$ cat src/rtl/lr_shift_seq.sv
// Bit-serial logical shifter: one position per clock, o_valid max(shift,1) cycles after accept.
// i_ready stays low from accept until the result handshake; the result is held while o_ready is low.
module lr_shift_seq #(
  parameter int width = 8
) (
  input  logic                     clk,
  input  logic                     rst,
  input  logic                     i_valid,
  output logic                     i_ready,
  input  logic [width-1:0]         i_bits,
  input  logic [$clog2(width)-1:0] shift,
  input  logic                     dir,
  output logic                     o_valid,
  input  logic                     o_ready,
  output logic [width-1:0]         o_bits,
  output logic                     busy
);

  localparam int sw = $clog2(width);
  localparam logic [sw-1:0] cnt_one = sw'(1);

  typedef enum logic [1:0] {IDLE, SHIFT, DONE} state_t;

  state_t           state;
  logic [sw-1:0]    count;
  logic             dir_q;
  logic [width-1:0] data;

  assign o_bits = data;

  always_ff @(posedge clk or negedge rst) begin
    if (!rst) begin
      state   <= IDLE;
      data    <= '0;
      count   <= '0;
      dir_q   <= 1'b0;
      o_valid <= 1'b0;
      i_ready <= 1'b1;
      busy    <= 1'b0;
    end else begin
      case (state)
        IDLE: begin
          if (i_valid) begin
            data    <= i_bits;
            count   <= shift;
            dir_q   <= dir;
            i_ready <= 1'b0;
            busy    <= 1'b1;
            state   <= (shift == '0) ? DONE : SHIFT;
          end
        end
        SHIFT: begin
          data  <= dir_q ? (data >> 1) : (data << 1);
          count <= count - cnt_one;
          if (count == cnt_one) begin
            state   <= DONE;
            o_valid <= 1'b1;
          end
        end
        DONE: begin
          // A zero-shift request lands here with o_valid low; raising it one
          // cycle later keeps the minimum latency at one cycle.
          if (!o_valid) begin
            o_valid <= 1'b1;
          end else if (o_ready) begin
            o_valid <= 1'b0;
            i_ready <= 1'b1;
            busy    <= 1'b0;
            state   <= IDLE;
          end
        end
        default: state <= IDLE;
      endcase
    end
  end

endmodule

$ cat config.mk
export PLATFORM = sky130hd
export DESIGN_NAME = lr_shift_seq
export DESIGN_NICKNAME = d
export VERILOG_FILES = /design/src/rtl/lr_shift_seq.sv
export SDC_FILE = /design/constraint.sdc
export NUM_CORES = 1
export LEC_CHECK = 0
export BUFFER_PORTS_ARGS = -buffer_cell sky130_fd_sc_hd__buf_4
export CORE_MARGIN = 1.5
export CORE_UTILIZATION = 44
export CTS_CLUSTER_SIZE = 16
export DETAILED_ROUTE_END_ITERATION = 7
export PLACE_DENSITY_LB_ADDON = 0.05
export SLEW_MARGIN = 20
export SYNTH_ARGS = -nofsm -noshare
export SYNTH_HDL_FRONTEND = slang
export SYNTH_SLANG_ARGS = --single-unit
$ cat constraint.sdc
create_clock -name clk -period 2.9 [get_ports clk]
set_clock_uncertainty 0.05 [all_clocks]
set_input_delay 0.29 -clock clk [delete_from_list [all_inputs] [get_ports clk]]
set_output_delay 0.29 -clock clk [all_outputs]
set_load 0.03 [all_outputs]
==> metrics.yaml, run 1 <==
synth.cells.most_frequent: "sky130_fd_sc_hd__dfrtp_1 (16), sky130_fd_sc_hd__a21oi_1 (12), sky130_fd_sc_hd__nor3b_1 (10)"
grt_antenna_before_repair: 0
place_congestion: 0.761
grt_pass1_wl_mm: 3.73
cts.sinks: 17
cts_root_buf: "sky130_fd_sc_hd__clkbuf_4"
die_height_um: 50.0
n_diodes: 0
ys_async_sr_fraction_pct: 100
layout_min_cycle_time_ns: 1.84
port_buffers: 26
netlist_area_um2: 971
initial_standard_cell_utilization_of_the_core_pct: 48.0
detailedPlacementHpwl_mm: 1.46
cts.hold.buffers_added: 1
grt_setup_unrepaired: "no"
fmax_mhz: 544
dpl_cell_area_mm2: 0.00114
relative_slew_slack_pct: 41.8
critical_path.max_fanout: 30
post_cts_resized: 0
synth.largest_area_cell: "sky130_fd_sc_hd__dfrtp_1"
min_period_over_period_pct: 63.4
htree_num_levels: 1
die_area_mm2: 0.00250
run_status: "finished, final reports clean"
via_count_of_the_first_global_routing_pass: 816
slew_viol_final: 0
synth.most_common_cell: "sky130_fd_sc_hd__dfrtp_1"
finalSetupViolCount: 0
ys_dominant_reg_cell: "sky130_fd_sc_hd__dfrtp_1"
synth_largest_type_area_fraction_pct: 41.2
static-leakage-power_nw: 0.524
holdCritPathClass: "in -> reg"
grt_usage_pct: 20.1
hold_ws_ns: 0.167
row_count: 16
drcViolationCount: 0
share_of_the_core_filled_with_cells_in_the_final_layout_pct: 58.5
core_region_area_mm2: 0.00202
synthesis.instances: 95
irDropWorstVdd_mv: 0.892
ioPinCount: 27
insertion_delay_ns: 0.29
cts_post_setup_buffers_inserted: 0
routedWlPerCell_um: 14.5
tightestPinTransition_ns: 0.873
fin_tns_setup_ns: 0
synth_area_leaders: "sky130_fd_sc_hd__dfrtp_1 (41%), sky130_fd_sc_hd__o22a_1 (8.1%), sky130_fd_sc_hd__nor3b_1 (7.7%), sky130_fd_sc_hd__mux2i_1 (7.2%), sky130_fd_sc_hd__a21oi_1 (6.2%)"
grt_start_max_net_pins: 31
crit_path_start_kind: "register"
synth.yosys.seq_area_share_pct: 43.9
finish.net_count: 137
worst_ep_required_time_ns: 3.08
tritoncts: "done"
path_clk_slew_ns: 0.10
tritoncts.num_buffers: 3
layout_cell_share_with_drive_strength_beyond_1_pct: 27.1
power_mw: 1.37
cp_data_arrival_time_ns: 2.01
pre_repair_dr_iteration_count: 4
antenna_violating_nets_post_route: 0
synth_edf_count: 0
route.detailed.vias_per_inst: 5.62
dr_total_vias: 815
path_class: "reg -> reg"
wl_mm: 2.10
post_synth_num_cell_types: 30
hold_viol: 0
flow.area_growth_from_synthesis_pct: 21.8
mappedNetlistNets: 113
yosys_warnings: 0
dieWidth_um: 50.0
drt_first_iter_violations: 10
yosys_register_bits: 17
maxCapViolCount: 0
power.density_mw_per_mm2: 1160
num-fill-cells: 187
crit_end_category: "register"
deepest_clock_path_buffer_count: 2
fin_area_mm2: 0.00118
postSynthAreaPerCell_um2: 10.2
grt_remaining_overflow: 0
==> registers in the layout (all words and copies together) (netlist names) <==
register and flops:
busy 1, o_bits 8, o_valid 1, state 2, count 3, dir_q 1
i_ready 1
==> per-layer routing <==
layer  wire [um]  track usage, %
met1         974            25.2
met2         993            31.8
met3          99            6.36
met4          34            8.33
met5           0               0
==> kinds of logic (layout without fill, tap and decap cells) <==
family | Yosys count | after routing | share of synthesized area (%)
buf+inv | 14 | 37 | 7.99
simple gates | 21 | 21 | 13.5
mux | 8 | 8 | 8.38
fa+ha+maj | 2 | 2 | 2.58
compound gates | 33 | 33 | 23.6
flops | 17 | 17 | 43.9
==> final timing paths <==
| path | from | endpoint | slack [ns] | cells past startpoint |
|---|---|---|---|---|
| setup / recovery | state[0] | count[2] | 1.06 | 3 |
| hold / removal | dir | dir_q | 0.17 | 2 |
| setup reg to reg | state[0] | count[2] | 1.06 | 3 |
| hold reg to reg | count[1] | count[1] | 0.48 | 1 |
| max in group asynchronous | rst | i_ready | 2.21 | 2 |
| min in group asynchronous | rst | o_bits[5] | 0.33 | 2 |
==> layout make-up <==
type                       instances  area, um^2  share of cell area [%]
tap                               27        33.8                    2.86
sequential                        17         427                    36.1
clock buffer                       3        22.5                    1.90
timing repair buffer              27         205                    17.4
clock inverter                     1        5.00                   0.423
inverter                           6        22.5                    1.90
multi-input combinational         64         467                    39.5
==> cell usage in the layout, fill, tap and decap left out, drive strengths merged <==
cell type    count
buf             26
dfrtp           16
a21oi           12
nor3b           10
o22a             9
mux2i            7
inv              6
o21ai            4
clkbuf           3
nand2            2
nor2             2
nor2b            2
ha               2
o21ba            1
nor4             1
nand2b           1
or3              1
nor3             1
a311o            1
mux2             1
o32a             1
a31oi            1
a2bb2oi          1
nand3            1
o21bai           1
a22o             1
a311oi           1
clkinv           1
dlygate4sd3      1
dfstp            1
==> critical path, stage by stage (launching register included) <==
cell	delay, ns
sky130_fd_sc_hd__dfrtp_1	0.93
sky130_fd_sc_hd__o21ba_1	0.48
sky130_fd_sc_hd__o21ai_0	0.15
sky130_fd_sc_hd__a2bb2oi_1	0.16
==> per-stage QoR <==
step	worst slack (ns)	cells
3_5_place_dp	1.08	140
5_1_grt	0.900	145
6_report	1.06	145
4_1_cts	1.05	145
2_1_floorplan	1.72	95
3_3_place_gp	1.12	140
==> power breakdown <==
group | switching, mW | internal (mW) | total, mW
Sequential | 0.197 | 0.354 | 0.551
Clock | 0.0728 | 0.0513 | 0.124
Combinational | 0.354 | 0.342 | 0.696
Total | 0.624 | 0.748 | 1.37
Note: power is estimated with default switching activity, not from simulation.
==> inputs of run 2 (changes only) <==
==> constraint.sdc (replaced) <==
create_clock -name clk -period 1.6 [get_ports clk]
set_clock_uncertainty 0.05 [all_clocks]
set_input_delay 0.16 -clock clk [delete_from_list [all_inputs] [get_ports clk]]
set_output_delay 0.16 -clock clk [all_outputs]
set_load 0.03 [all_outputs]
==> metrics.yaml, run 2 (synthesized netlist as in run 1, its figures left out) <==
finish.net_count: 141
fin_tns_setup_ns: 0
worst_reg2reg_setup_slack_ns: 0.24
insertion_delay_ns: 0.29
placed_cells: 144
delay_of_the_slowest_critical_path_stage_ns: 0.50
place_congestion: 0.730
hold_viol: 0
crit_end_category: "register"
holdCritPathClass: "in -> reg"
place_ws_ns: 0.269
fmax_mhz: 734
groute.layer.met2.usage_pct: 33.6
dr_total_vias: 848
routedWlPerCell_um: 15.0
max_ffs_per_register: 8
crit_end: "o_bits[2]"
power.density_mw_per_mm2: 2110
slew_viol_final: 0
maxCapViolCount: 0
grt_use_met3_pct: 3.64
drt_first_iter_violations: 12
mostFrequentLayoutCells: "sky130_fd_sc_hd__buf_4 (30), sky130_fd_sc_hd__dfrtp_1 (16), sky130_fd_sc_hd__a21oi_1 (12)"
row_count: 16
crit_path_start_kind: "register"
static-leakage-power_nw: 0.543
crit_path_top_delay_cell: "sky130_fd_sc_hd__dfrtp_1"
antenna_violating_nets_post_route: 0
grt_remaining_overflow: 0
dieWidth_um: 50.0
route.detailed.vias_per_inst: 5.69
cts.sinks: 17
pre_repair_dr_iteration_count: 4
path_clk_slew_ns: 0.11
min_period_over_period_pct: 85.1
post_cts_resized: 0
initial_standard_cell_utilization_of_the_core_pct: 48.0
cp_data_arrival_time_ns: 1.49
grt_usage_pct: 20.9
layout_cell_share_with_drive_strength_beyond_1_pct: 29.5
tightestPinTransition_ns: 0.420
critical_path.cell_chain: "o21ba_1 > buf_4 > o22a_1"
tritoncts.num_buffers: 3
detailedPlacementHpwl_mm: 1.58
r2r_end: "o_bits[2]"
power_mw: 2.56
p_int_mw: 1.41
r2r.worst_path.cells: 3
via_count_of_the_first_global_routing_pass: 851
post-route-worst-setup-slack_ns: 0.238
critical_path.max_fanout: 9
die_height_um: 50.0
finalSetupViolCount: 0
cts_post_setup_buffers_inserted: 0
grt_use_met1_pct: 28.4
irDropWorstVdd_mv: 1.13
crit_path_start: "state[0]"
flow.area_growth_from_synthesis_pct: 24.9
share_of_the_core_filled_with_cells_in_the_final_layout_pct: 60.0
comb_power_share_pct: 56.3
grt_antenna_before_repair: 0
switchingPower_mw: 1.15
grt_start_max_net_pins: 21
drcViolationCount: 0
n_diodes: 0
ioPinCount: 27
path_class: "reg -> reg"
deepest_clock_path_buffer_count: 2
power.switching_fraction_pct: 45.0
cts.hold.buffers_added: 1
grt_setup_unrepaired: "no"
worst_ep_required_time_ns: 1.73
run_status: "finished, final reports clean"
hold_depth: 2
mostFrequentLayoutCell: "sky130_fd_sc_hd__buf_4"
htree_num_levels: 1
layout_min_cycle_time_ns: 1.36
die_area_mm2: 0.00250
wl_mm: 2.24
core_region_area_mm2: 0.00202
critical_path.reg2reg.startpoint: "state[0]"
tritoncts: "done"
grt_pass1_wl_mm: 3.89
seq_power_share_pct: 34.6
port_buffers: 26
power.share.clock_pct: 9.0
cts_root_buf: "sky130_fd_sc_hd__clkbuf_4"
final_cell_count_no_fill: 149
relative_slew_slack_pct: 72.0
peak_usage_layer_in_the_global_routing_report: "met2"
==> run 2: cell count changes in the layout (fill, tap and decap cells not counted) <==
cell                    change
sky130_fd_sc_hd__buf_4      +4
==> run 2: critical path: cells and delay by family, from the launching register on <==
kind / cells / cell delay (ns)
flops: 1 / 0.50
buf+inv: 1 / 0.19
compound gates: 2 / 0.51
==> run 2: final cells by class <==
cell class | instances | area (um^2)
clock buffers | 3 | 22.5
flip-flops and latches | 17 | 427
well taps | 27 | 33.8
clock inverters | 1 | 5.00
repair buffers | 31 | 235
inverters | 6 | 22.5
multi-input cells | 64 | 467
fillers | 195 | 810
==> run 2: worst min path at each step <==
stage | startpoint | end | slack [ns]
finish | dir | dir_q | 0.04
floorplan | rst | busy | -0.19
global placement | rst | dir_q | -0.01
global route | dir | dir_q | 0.03
detailed placement | rst | o_bits[6] | -0.01
CTS | dir | dir_q | 0.03
==> run 2: through the flow <==
| step | hold WS (ns) | instance area (um^2) |
|---|---|---|
| floorplan | -0.186 | 971 |
| global placement | -0.0124 | 1170 |
| detailed placement | -0.0119 | 1170 |
| CTS | 0.0293 | 1210 |
| global route | 0.0321 | 1210 |
| finish | 0.0379 | 1210 |
==> run 2: power by group through the flow <==
stage | logic [mW] | clock network, mW | registers (mW)
after floorplan | 0.888 | 0 | 1.05
after global placement | 1.42 | 0 | 0.884
after detailed placement | 1.45 | 0 | 0.897
after CTS | 1.45 | 0.238 | 0.889
after global routing | 1.59 | 0.263 | 0.933
final | 1.44 | 0.232 | 0.887
==> run 2: layer usage <==
layer	vias up	share of wire, %
met5	-	0
met4	0	0.67
met3	2	2.9
met2	18	48
met1	423	48
li1	405	-
